File: config.mk
export PLATFORM = sky130hd
export DESIGN_NAME = mem_stage
export DESIGN_NICKNAME = d
export VERILOG_FILES = /design/src/rtl/mem_stage.sv
export SDC_FILE = /design/constraint.sdc
export NUM_CORES = 1
export LEC_CHECK = 0
export ABC_AREA = 1
export CAP_MARGIN = 10
export CORE_UTILIZATION = 30
export CTS_CLUSTER_SIZE = 25
export DETAILED_ROUTE_END_ITERATION = 10
export HOLD_SLACK_MARGIN = 0.05
export SLEW_MARGIN = 15
export SYNTH_ARGS = -nofsm -noshare
export SYNTH_HDL_FRONTEND = slang
export SYNTH_SLANG_ARGS = --single-unit
File: constraint.sdc
create_clock -name clk_i -period 1.7 [get_ports clk_i]
set_input_delay 0.34 -clock clk_i [delete_from_list [all_inputs] [get_ports clk_i]]
set_output_delay 0.34 -clock clk_i [all_outputs]
set_load 0.02 [all_outputs]
File: src/rtl/mem_stage.sv
// MEM pipeline stage: issues data-memory accesses over a req/ack bus, stalls
// upstream while an access is outstanding and produces the MEM/WB registers.
module mem_stage #(
    parameter int unsigned TIMEOUT = 15
) (
    input  logic        clk_i,
    input  logic        rst_i,
    input  logic [31:0] EXMEM_pc_branch_i,
    input  logic [31:0] EXMEM_alu_i,
    input  logic        EXMEM_alu_do_branch_i,
    input  logic [31:0] EXMEM_b_i,
    input  logic [4:0]  EXMEM_reg_write_address_i,
    input  logic        EXMEM_ctrl_branch_i,
    input  logic [1:0]  EXMEM_ctrl_mem_read_i,
    input  logic [1:0]  EXMEM_ctrl_mem_write_i,
    input  logic        EXMEM_ctrl_reg_write_i,
    input  logic        EXMEM_ctrl_mem_to_reg_i,
    output logic        MEM_pc_src_o,
    output logic [31:0] MEM_pc_branch_o,
    output logic        MEM_stall_o,
    output logic        MEM_bus_err_o,
    output logic        dmem_req_o,
    output logic        dmem_we_o,
    output logic [31:0] dmem_addr_o,
    output logic [3:0]  dmem_be_o,
    output logic [31:0] dmem_wdata_o,
    input  logic [31:0] dmem_rdata_i,
    input  logic        dmem_ack_i,
    output logic [31:0] MEMWB_reg_write_data_o,
    output logic [4:0]  MEMWB_reg_write_address_o,
    output logic        MEMWB_ctrl_reg_write_o
);

    typedef enum logic [1:0] {
        IDLE,
        BUSY,
        DONE
    } state_t;

    localparam logic [7:0] TMO_LAST = 8'(TIMEOUT - 1);

    state_t      state_q, state_d;
    logic [7:0]  cnt_q;
    logic [31:0] rdata_q;
    logic        abort_q;

    logic        is_store;
    logic [1:0]  sz;
    logic [1:0]  ld_sz;
    logic        acc;
    logic        misal;
    logic [3:0]  be_c;
    logic [31:0] wdata_c;
    logic [15:0] ld_half;
    logic [7:0]  ld_byte;
    logic [31:0] ld_ext;
    logic        issue;
    logic        misal_err;
    logic        ack_hit;
    logic        tmo;

    assign MEM_pc_src_o    = EXMEM_ctrl_branch_i & EXMEM_alu_do_branch_i;
    assign MEM_pc_branch_o = EXMEM_pc_branch_i;

    // A nonzero store size overrides any load size on the same instruction.
    assign is_store = |EXMEM_ctrl_mem_write_i;
    assign sz       = is_store ? EXMEM_ctrl_mem_write_i : EXMEM_ctrl_mem_read_i;
    assign ld_sz    = is_store ? 2'd0 : EXMEM_ctrl_mem_read_i;
    assign acc      = |sz;
    assign misal    = ((sz == 2'd1) && (EXMEM_alu_i[1:0] != 2'b00)) ||
                      ((sz == 2'd2) && EXMEM_alu_i[0]);

    always_comb begin
        be_c    = '0;
        wdata_c = EXMEM_b_i;
        case (sz)
            2'd1: be_c = '1;
            2'd2: begin
                be_c    = EXMEM_alu_i[1] ? 4'b1100 : 4'b0011;
                wdata_c = {2{EXMEM_b_i[15:0]}};
            end
            2'd3: begin
                be_c    = 4'b0001 << EXMEM_alu_i[1:0];
                wdata_c = {4{EXMEM_b_i[7:0]}};
            end
            default: be_c = '0;
        endcase
    end

    always_comb begin
        ld_half = EXMEM_alu_i[1] ? rdata_q[31:16] : rdata_q[15:0];
        ld_byte = rdata_q[{EXMEM_alu_i[1:0], 3'b000} +: 8];
        ld_ext  = rdata_q;
        case (ld_sz)
            2'd2:    ld_ext = {{16{ld_half[15]}}, ld_half};
            2'd3:    ld_ext = {{24{ld_byte[7]}}, ld_byte};
            default: ld_ext = rdata_q;
        endcase
    end

    always_ff @(posedge clk_i) begin
        if (rst_i) begin
            state_q <= IDLE;
        end else begin
            state_q <= state_d;
        end
    end

    always_comb begin
        state_d     = state_q;
        MEM_stall_o = 1'b0;
        issue       = 1'b0;
        misal_err   = 1'b0;
        ack_hit     = 1'b0;
        tmo         = 1'b0;
        case (state_q)
            IDLE: begin
                if (acc && misal) begin
                    misal_err = 1'b1;
                end else if (acc) begin
                    issue       = 1'b1;
                    MEM_stall_o = 1'b1;
                    state_d     = BUSY;
                end
            end
            BUSY: begin
                MEM_stall_o = 1'b1;
                // An ack arriving on the last allowed cycle still completes normally.
                if (dmem_ack_i) begin
                    ack_hit = 1'b1;
                    state_d = DONE;
                end else if (cnt_q == TMO_LAST) begin
                    tmo     = 1'b1;
                    state_d = DONE;
                end
            end
            DONE:    state_d = IDLE;
            default: state_d = IDLE;
        endcase
    end

    always_ff @(posedge clk_i) begin
        if (rst_i) begin
            cnt_q                     <= '0;
            rdata_q                   <= '0;
            abort_q                   <= 1'b0;
            dmem_req_o                <= 1'b0;
            dmem_we_o                 <= 1'b0;
            dmem_addr_o               <= '0;
            dmem_be_o                 <= '0;
            dmem_wdata_o              <= '0;
            MEMWB_reg_write_data_o    <= '0;
            MEMWB_reg_write_address_o <= '0;
            MEMWB_ctrl_reg_write_o    <= 1'b0;
            MEM_bus_err_o             <= 1'b0;
        end else begin
            MEM_bus_err_o <= misal_err | tmo;
            case (state_q)
                IDLE: begin
                    if (issue) begin
                        dmem_req_o             <= 1'b1;
                        dmem_we_o              <= is_store;
                        dmem_addr_o            <= {EXMEM_alu_i[31:2], 2'b00};
                        dmem_be_o              <= be_c;
                        dmem_wdata_o           <= wdata_c;
                        abort_q                <= 1'b0;
                        MEMWB_ctrl_reg_write_o <= 1'b0;
                    end else if (misal_err) begin
                        MEMWB_ctrl_reg_write_o <= 1'b0;
                    end else begin
                        MEMWB_reg_write_data_o    <= EXMEM_alu_i;
                        MEMWB_reg_write_address_o <= EXMEM_reg_write_address_i;
                        MEMWB_ctrl_reg_write_o    <= EXMEM_ctrl_reg_write_i;
                    end
                end
                BUSY: begin
                    cnt_q                  <= cnt_q + 8'd1;
                    MEMWB_ctrl_reg_write_o <= 1'b0;
                    if (ack_hit) begin
                        rdata_q    <= dmem_rdata_i;
                        dmem_req_o <= 1'b0;
                    end else if (tmo) begin
                        dmem_req_o <= 1'b0;
                        abort_q    <= 1'b1;
                    end
                end
                DONE: begin
                    cnt_q                     <= '0;
                    MEMWB_reg_write_data_o    <= EXMEM_ctrl_mem_to_reg_i ? ld_ext : EXMEM_alu_i;
                    MEMWB_reg_write_address_o <= EXMEM_reg_write_address_i;
                    MEMWB_ctrl_reg_write_o    <= EXMEM_ctrl_reg_write_i & ~abort_q;
                end
                default: ;
            endcase
        end
    end

endmodule

==> impl_metrics.tcl, run 1 <==
set metrics [dict create \
    dieHeight_microns 155 \
    postLayoutCellArea_sq_um 10600 \
    wirelength_mm 24.3 \
    detailedRoute.firstPassIterationCount 5 \
    htreeDepth 4 \
    grt_pass1_vias 6830 \
    class_of_the_worst_hold_path "in -> reg" \
    clk_latency_ns 0.43 \
    cts_sinks 150 \
    mostFrequentLayoutCell "sky130_fd_sc_hd__nor2_1" \
    place_inst 1533 \
    layoutNonFillerInstCount 1583 \
    final_layout_size_suffix_gt1_share_pct 13.0 \
    die_x_microns 155 \
    drt_first_iter_violations 414 \
    tritoncts.num_buffers 17 \
    largest_net_degree_at_the_start_of_global_routing 70 \
    sum_of_internal_switching_and_leakage_power_mw 11.7 \
    endpoint_with_the_worst_hold_slack "dmem_we_o$_SDFFE_PP0P_" \
    final_nets 1407 \
    reg2regPathDepth 12 \
    p_leak_nw 4.81 \
    hold_slack_ns 0.366 \
    detail_route.wl_per_cell_microns 15.4 \
    grt_antenna_before_repair 1 \
    yosys.cell_types.count 33 \
    synth_top_family_by_area "simple AND/OR/NAND/NOR gates" \
    setup.worst_path.end_class "primary output" \
    required_ns 1.36 \
    netlist_area_before_placement_sq_um 7000 \
    post-route-period-util_pct 99.2 \
    drt.antenna.violating_nets 0 \
    power.density_nw_per_um2 1110 \
    io_buffer_count 220 \
    mapped_cells 1022 \
    min-delay-start "EXMEM_ctrl_mem_write_i[0]" \
    cap_viol_max_count 0 \
    design.die.area_sq_um 23900 \
    finalHoldViolCount 0 \
    hold_path_depth 6 \
    postPlaceCellArea_sq_um 9750 \
    design.portCount 287 \
    muxShareOfSynthArea_pct 0 \
    synth-async-reset-ratio_pct 0 \
    cp_data_arrival_time_ns 1.35 \
    tritoncts_clock_tree "done" \
    synth-compound-area-share_pct 18.7 \
    ctsRootBufferMaster "sky130_fd_sc_hd__clkbuf_16" \
    rsz0062_at_grt "true" \
    drt_drc_violations_left 0 \
    finalMaxSlewViolations 0 \
    setup-tns-final_ns 0 \
    preCtsSetupSlack_ns -0.802 \
    worst_slew_pin_slew_ns 0.566 \
    post_synth_fa_ha_maj_area_fraction_pct 1.07 \
    synth_area_per_cell_sq_um 6.85 \
    sequential_area_share_after_synthesis_pct 42.9 \
    detail_route.vias_per_cell 4.66 \
    maxClockFrequency_mhz 593 \
    power.switching_fraction_pct 33.9 \
    worstReg2RegStart "state_q[1]$_SDFFE_PP0P_" \
    mostFrequentLayoutCells "sky130_fd_sc_hd__nor2_1, sky130_fd_sc_hd__nand2_1, sky130_fd_sc_hd__dfxtp_1" \
    share_seq_of_total_power_pct 36.8 \
    cell_int_power_mw 7.76 \
    slew_headroom_pct 62.2 \
    clk_pin_slew_ns 0.06 \
    final_period_minus_worst_setup_slack_ns 1.69 \
    synth_xor_xnor_area_share_pct 0.125 \
    pwr-share-comb_pct 31.3 \
    worstReg2RegEnd "MEMWB_reg_write_data_o[3]$_SDFFE_PP0P_" \
    synth_top_flop_cell "sky130_fd_sc_hd__dfxtp_1" \
    area_delta_synth_final_pct 51.1 \
    worst-path-max-fanout 3 \
    num_rows 55 \
    grt_remaining_overflow 0 \
    p_switching_mw 3.98 \
    setup.worst_path.class "reg -> out" \
    detailedPlacementHpwl_mm 17.3 \
    ys_seq_elements 150 \
    coreArea_sq_um 22800 \
    yosys_warnings 0 \
    wire_length_of_the_first_global_routing_pass_mm 37.0 \
    synth-edff-count 0 \
    start_kind "flop" \
    synth_simple_gate_area_share_pct 25.9 \
    initial_core_util_pct 30.7 \
    global_route.usage.total_pct 20.0 \
    gpl.final_weighted_congestion 0.820 \
    finalSetupViolCount 0 \
    utilization_pct 46.4 \
    maximum_clock_path_buffer_count 2 \
    ir_worst_vdd_mv 0.633 \
    clock_skew_ns 0.00771 \
    rrSetupSlack_ns 0.08 \
    clock_power_share_pct 31.9 \
    fillCellCount 2357 \
    dr_total_vias 7380 \
    status "finished clean" \
    final.setup.worst_slack_ns 0.0143 \
]
[cells in the mapped netlist, drive strengths merged (2+ instances only)]
library cell	count	area [sq um]
nand3	49	260
a21oi	86	430
nor2	232	886
nor3	2	10.0
clkbuf	36	140
buf	61	419
inv	59	221
o211ai	13	97.6
nand2	167	634
o21ai	151	759
dfxtp	150	3000
ha	6	75.1
[metal layers]
layer | part of all wire [%] | track usage [%] | vias to the layer above
met5 | 0 | 0 | -
met2 | 47 | 32.9 | 210
met3 | 6.1 | 5.27 | 38
met1 | 44 | 24.7 | 3387
met4 | 2.6 | 7.97 | 0
li1 | - | - | 3745
[cell type report]
class	instances	area [sq um]	area share [%]
Clock inverter	12	129	1.22
Tap cell	313	392	3.70
Sequential cell	150	3010	28.4
Antenna cell	1	2.50	0.0237
Clock buffer	19	443	4.19
Timing Repair Buffer	312	3020	28.6
Inverter	60	238	2.25
Multi-Input combinational cell	716	3340	31.6
[what timing repair did]
item                       in CTS  in global routing
pin swaps                       4                  8
setup buffers                   7                  6
resized for setup             130                 45
setup endpoints to repair     206                114
hold buffers                    0                  0
gates cloned                    0                  5
[registers in the layout (all words and copies together) (netlist names)]
register / flops
MEMWB_ctrl_reg_write_o: 1
MEMWB_reg_write_address_o: 5
MEMWB_reg_write_data_o: 32
MEM_bus_err_o: 1
abort_q: 1
cnt_q: 8
dmem_addr_o: 30
dmem_be_o: 4
dmem_req_o: 1
dmem_wdata_o: 32
dmem_we_o: 1
rdata_q: 32
state_q: 2
[cells by family (layout without fill, tap and decap cells)]
| family | Yosys count | count (layout) |
|---|---|---|
| simple gates | 454 | 454 |
| compound gates | 253 | 253 |
| buf+inv | 157 | 403 |
| flops | 150 | 150 |
| fa+ha+maj | 6 | 6 |
| other cells | 1 | 3 |
| xor+xnor | 1 | 1 |
[power groups by stage]
stage	Clock, mW	Sequential, mW	Combinational, mW
2_1_floorplan	0	4.87	1.55
3_3_place_gp	0	4.39	3.70
3_5_place_dp	0	4.39	3.72
4_1_cts	3.82	4.32	3.48
5_1_grt	3.97	4.38	4.02
6_report	3.74	4.32	3.68
[worst max path at each step]
stage / slack [ns] / cells past startpoint / from / end
5_1_grt: -0.04 / 7 / state_q[1]$_SDFFE_PP0P_ / MEM_stall_o
4_1_cts: -0.10 / 6 / state_q[1]$_SDFFE_PP0P_ / MEM_stall_o
3_3_place_gp: -0.76 / 10 / EXMEM_ctrl_mem_write_i[1] / MEM_stall_o
3_5_place_dp: -0.80 / 10 / EXMEM_ctrl_mem_write_i[1] / MEM_stall_o
6_report: 0.01 / 7 / state_q[1]$_SDFFE_PP0P_ / MEM_stall_o
2_1_floorplan: 0.003 / 10 / EXMEM_ctrl_mem_write_i[0] / MEM_stall_o
[worst max-delay path: stages, from the launching register on]
cell	delay, ns
sky130_fd_sc_hd__dfxtp_2	0.33
sky130_fd_sc_hd__inv_4	0.07
sky130_fd_sc_hd__ha_4	0.14
sky130_fd_sc_hd__inv_2	0.05
sky130_fd_sc_hd__nor2_4	0.11
sky130_fd_sc_hd__inv_2	0.06
sky130_fd_sc_hd__nand2_4	0.05
sky130_fd_sc_hd__buf_6	0.11
No activity file was read; power rests on OpenSTA's default activity.
==> run 2: changes to the inputs <==
Settings changed: CORE_UTILIZATION 30 to 43, PLACE_DENSITY set to 0.8, SKIP_LAST_GASP set to 1.
==> impl_metrics.tcl, run 2 (synthesis results as in run 1) <==
set metrics [dict create \
    die_x_microns 130 \
    cpLargestDelayFamily "flip-flops" \
    ctsRootBufferMaster "sky130_fd_sc_hd__clkbuf_16" \
    num_rows 46 \
    post-route-period-util_pct 99.5 \
    mostFrequentLayoutCells "sky130_fd_sc_hd__nor2_1, sky130_fd_sc_hd__nand2_1, sky130_fd_sc_hd__dfxtp_1" \
    dr_total_vias 7500 \
    layoutNonFillerInstCount 1466 \
    grt_pass1_vias 7045 \
    critPathMaxStageDelay_ns 0.32 \
    detailedPlacementHpwl_mm 16.5 \
    tritoncts_clock_tree "done" \
    mostFrequentLayoutCell "sky130_fd_sc_hd__nor2_1" \
    setup.worst_path.class "reg -> out" \
    htreeDepth 4 \
    place_inst 1429 \
    io_buffer_count 220 \
    count_of_antenna_diodes_in_the_layout 0 \
    wire_length_of_the_first_global_routing_pass_mm 35.2 \
    min-delay-start "EXMEM_ctrl_mem_write_i[1]" \
    grt_remaining_overflow 0 \
    maxClockFrequency_mhz 591 \
    detail_route.wl_per_cell_microns 15.6 \
    final_nets 1387 \
    p_leak_nw 4.69 \
    hold_slack_ns 0.406 \
    area.sequential_sq_um 3010 \
    cap_viol_max_count 0 \
    gpl.final_weighted_congestion 0.896 \
    drt_drc_violations_left 0 \
    final_period_minus_worst_setup_slack_ns 1.69 \
    final.setup.worst_slack_ns 0.00851 \
    detail_route.vias_per_cell 5.12 \
    largest_registers "MEMWB_reg_write_data_o (32), dmem_wdata_o (32), rdata_q (32)" \
    clk_pin_slew_ns 0.06 \
    detailedRoute.firstPassIterationCount 7 \
    drt.antenna.violating_nets 0 \
    multi_input_comb_area_sq_um 3300 \
    largest_net_degree_at_the_start_of_global_routing 70 \
    tritoncts.num_buffers 17 \
    dieHeight_microns 130 \
    maximum_clock_path_buffer_count 2 \
    cts_sinks 150 \
    power.density_nw_per_um2 1140 \
    start_kind "flop" \
    clock_skew_ns 0.00912 \
    grt_antenna_before_repair 0 \
    final_layout_size_suffix_gt1_share_pct 11.2 \
    fillCellCount 1450 \
    finalHoldViolCount 0 \
    coreArea_sq_um 15900 \
    cell_type_of_the_slowest_stage_on_the_worst_timing_path "sky130_fd_sc_hd__dfxtp_2" \
    postLayoutCellArea_sq_um 10100 \
    drt_first_iter_violations 471 \
    status "finished clean" \
    global_route.usage.total_pct 27.2 \
    preCtsSetupSlack_ns -0.829 \
    design.portCount 287 \
    area_delta_synth_final_pct 44.7 \
    critical_path.cell_chain "inv_2 -> ha_4 -> inv_2 -> nor2_4 -> inv_2 -> nand2_4 -> buf_6" \
    class_of_the_worst_hold_path "in -> reg" \
    worst_setup_sp "state_q[1]$_SDFFE_PP0P_" \
    cp_data_arrival_time_ns 1.35 \
    sum_of_internal_switching_and_leakage_power_mw 11.5 \
    initial_core_util_pct 44.1 \
    required_ns 1.36 \
    ir_worst_vdd_mv 0.889 \
    wirelength_mm 22.9 \
    finalMaxSlewViolations 0 \
    clk_latency_ns 0.42 \
    worst-path-max-fanout 3 \
    rsz0062_at_grt "true" \
    setup.worst_path.end_class "primary output" \
    design.die.area_sq_um 16800 \
    worstReg2RegStart "state_q[0]$_SDFFE_PP0P_" \
    critical_path_buf_inv_count 4 \
    postPlaceCellArea_sq_um 9550 \
    finalSetupViolCount 0 \
    cpMostUsedCell "sky130_fd_sc_hd__inv_2" \
]
## run 2: metal layers
metal  part of all wire [%]  GRT usage (%)
met1                     40           31.7
met2                     48           46.7
met3                    9.3           7.97
met4                    2.7           10.9
met5                      0              0
## run 2: layout make-up
type                       count  area share (%)
timing repair buffer         292            27.2
sequential                   150            29.7
clock buffer                  24            4.66
clock inverter                 8           0.976
multi-input combinational    716            32.6
inverter                      60            2.25
tap                          216            2.67
## run 2: where the power goes
| part | leakage, nW | internal, mW | switching (mW) |
|---|---|---|---|
| Combinational | 3.18 | 1.41 | 2.11 |
| Clock | 0.274 | 2.23 | 1.45 |
| Sequential | 1.23 | 4.05 | 0.284 |
## run 2: path summary, 6_finish.rpt
path                                                           endpoint  slack [ns]  cells past startpoint
worst max-delay path                                        MEM_stall_o       0.009                      7
worst min-delay path                           MEM_bus_err_o$_SDFF_PP0_        0.41                      6
worst max register to register  MEMWB_reg_write_data_o[23]$_SDFFE_PP0P_        0.12                     10
worst min register to register  MEMWB_reg_write_data_o[31]$_SDFFE_PP0P_        0.46                      2
## run 2: what timing repair did
action | in CTS | in global routing
hold buffers | 0 | 0
resized for setup | 120 | 32
endpoints found under the setup margin | 207 | 107
buffers inserted | 1 | 4
gates cloned | 0 | 0
pin swaps | 4 | 8
## run 2: stage by stage
stage / util, % / setup TNS, ns
2_1_floorplan: - / 0
3_3_place_gp: 60.1 / -55.07
3_5_place_dp: 60.1 / -60.32
4_1_cts: 63.1 / -0.329
5_1_grt: 63.7 / -0.0440
6_report: 63.7 / 0
## run 2: tightest hold or removal path, stage by stage
cell,delay [ns]
sky130_fd_sc_hd__clkbuf_2,0.14
sky130_fd_sc_hd__a21oi_4,0.06
sky130_fd_sc_hd__nand3_2,0.08
sky130_fd_sc_hd__nand2_1,0.06
sky130_fd_sc_hd__nand2_1,0.05
sky130_fd_sc_hd__a21oi_1,0.06
==> run 3: changes to the inputs <==
Settings changed: CORE_UTILIZATION 43 to 40, PLACE_DENSITY 0.8 to 0.75.
==> impl_metrics.tcl, run 3 (synthesis results as in run 1) <==
set metrics [dict create \
    grt_antenna_before_repair 2 \
    gpl.final_weighted_congestion 0.843 \
    endpoint_with_the_worst_hold_slack "dmem_we_o$_SDFFE_PP0P_" \
    post-route-period-util_pct 98.0 \
    design.portCount 287 \
    setup-tns-final_ns 0 \
    io_buffer_count 220 \
    cpLargestDelayFamily "buffers and inverters" \
    min-delay-start "EXMEM_ctrl_mem_write_i[0]" \
    postPlaceCellArea_sq_um 9630 \
    die_x_microns 134 \
    cap_viol_max_count 0 \
    tritoncts.num_buffers 17 \
    class_of_the_worst_hold_path "in -> reg" \
    critPathMaxStageDelay_ns 0.27 \
    detailedPlacementHpwl_mm 16.6 \
    layoutNonFillerInstCount 1487 \
    power.density_nw_per_um2 1170 \
    cts_sinks 150 \
    critical_path.cell_chain "dlygate4sd2_1 -> inv_2 -> nand2_1 -> nand3_2 -> nand3_2 -> nor2_4 -> inv_2 -> nand2_4 -> buf_6" \
    critical_path_buf_inv_count 4 \
    mostFrequentLayoutCell "sky130_fd_sc_hd__nor2_1" \
    preCtsSetupSlack_ns -0.808 \
    htreeDepth 4 \
    worst-path-max-fanout 2 \
    mostFrequentLayoutCells "sky130_fd_sc_hd__nor2_1, sky130_fd_sc_hd__nand2_1, sky130_fd_sc_hd__dfxtp_1" \
    final.setup.worst_slack_ns 0.0334 \
    drt_first_iter_violations 475 \
    maxClockFrequency_mhz 600 \
    status "finished clean" \
    area_delta_synth_final_pct 47.6 \
    ctsRootBufferMaster "sky130_fd_sc_hd__clkbuf_16" \
    postLayoutCellArea_sq_um 10300 \
    num_rows 48 \
    detailedRoute.firstPassIterationCount 5 \
    ir_worst_vdd_mv 0.691 \
    p_leak_nw 4.81 \
    dr_total_vias 7504 \
    start_kind "input port" \
    rsz0062_at_grt "true" \
    wire_length_of_the_first_global_routing_pass_mm 36.2 \
    final_layout_size_suffix_gt1_share_pct 12.2 \
    setup.worst_path.class "in -> out" \
    grt_pass1_vias 7237 \
    hold_path_depth 6 \
    drt.antenna.violating_nets 0 \
    worstReg2RegStart "state_q[0]$_SDFFE_PP0P_" \
    global_route.usage.total_pct 25.6 \
    finalSetupViolCount 0 \
    setup.worst_path.end_class "primary output" \
    dieHeight_microns 134 \
    largest_net_degree_at_the_start_of_global_routing 70 \
    detail_route.wl_per_cell_microns 15.6 \
    required_ns 1.36 \
    cp_data_arrival_time_ns 1.33 \
    tritoncts_clock_tree "done" \
    hold_slack_ns 0.394 \
    final_period_minus_worst_setup_slack_ns 1.67 \
    largest_registers "MEMWB_reg_write_data_o (32), dmem_wdata_o (32), rdata_q (32)" \
    coreArea_sq_um 17200 \
    drt_drc_violations_left 0 \
    cell_type_of_the_slowest_stage_on_the_worst_timing_path "sky130_fd_sc_hd__dlygate4sd2_1" \
    initial_core_util_pct 40.7 \
    clk_pin_slew_ns 0.07 \
    worst_setup_sp "EXMEM_alu_i[0]" \
    final_nets 1397 \
    grt_remaining_overflow 0 \
    place_inst 1447 \
    worstReg2RegEnd "MEMWB_reg_write_data_o[3]$_SDFFE_PP0P_" \
    maximum_clock_path_buffer_count 2 \
    detail_route.vias_per_cell 5.05 \
    rrSetupSlack_ns 0.10 \
    clock_skew_ns 0.0106 \
    design.die.area_sq_um 18000 \
    finalHoldViolCount 0 \
    clk_latency_ns 0.43 \
    finalMaxSlewViolations 0 \
    wirelength_mm 23.2 \
    reg2regPathDepth 11 \
]
==> run 3: changes by cell type in the layout (fill, tap and decap cells not counted), sizes merged, moves of 2 or more <==
cell	previous run	this run
bufinv	2	5
buf	73	81
diode	0	2
dlymetal6s2s	5	7
clkbuf	25	23
inv	59	61
dlygate4sd2	107	103
==> run 3: final cells by class <==
type / instances / area (sq um)
flip-flops and latches: 150 / 3010
repair buffers: 302 / 2840
multi-input cells: 716 / 3300
diodes: 2 / 5.00
clock inverters: 14 / 223
fillers: 1622 / 6850
well taps: 225 / 282
clock buffers: 18 / 439
inverters: 60 / 235
==> run 3: metal layers <==
layer | vias up | routed length (microns) | GRT usage [%]
met4 | 0 | 646 | 11.5
met3 | 53 | 1860 | 7.22
met2 | 310 | 11300 | 43.7
met5 | - | 0 | 0
li1 | 3724 | - | -
met1 | 3417 | 9400 | 29.6
==> run 3: through the flow <==
step	utilization [%]	power (mW)
2_1_floorplan	-	6.43
3_3_place_gp	56.1	8.05
3_5_place_dp	56.1	8.10
4_1_cts	59.2	12.1
5_1_grt	60.1	12.7
6_report	60.1	12.1
==> run 3: worst max path at each step <==
stage	to	slack [ns]	depth (start not counted)
after global placement	MEM_stall_o	-0.76	9
after global routing	MEM_stall_o	-0.02	9
after detailed placement	MEM_stall_o	-0.81	10
final	MEM_stall_o	0.03	9
after CTS	MEM_stall_o	-0.11	9
after floorplan	MEM_stall_o	0.003	10
==> run 3: timing repair <==
| item | in CTS | in global routing |
|---|---|---|
| gates cloned | 0 | 2 |
| pin swaps | 2 | 4 |
| endpoints found under the setup margin | 204 | 113 |
| hold buffers | 0 | 0 |
| buffers inserted | 1 | 3 |
| resized for setup | 119 | 44 |
==> run 3: worst min-delay path, delay by kind of cell <==
family	cells	cell delay (ns)
buffers and inverters	3	0.26
and+or+nand+nor	3	0.18
==> run 3: power by group <==
group / internal (mW) / switching (mW) / leakage (nW)
Combinational: 1.45 / 2.12 / 3.26
Clock: 2.66 / 1.59 / 0.317
Sequential: 4.05 / 0.264 / 1.23
Total: 8.16 / 3.98 / 4.81
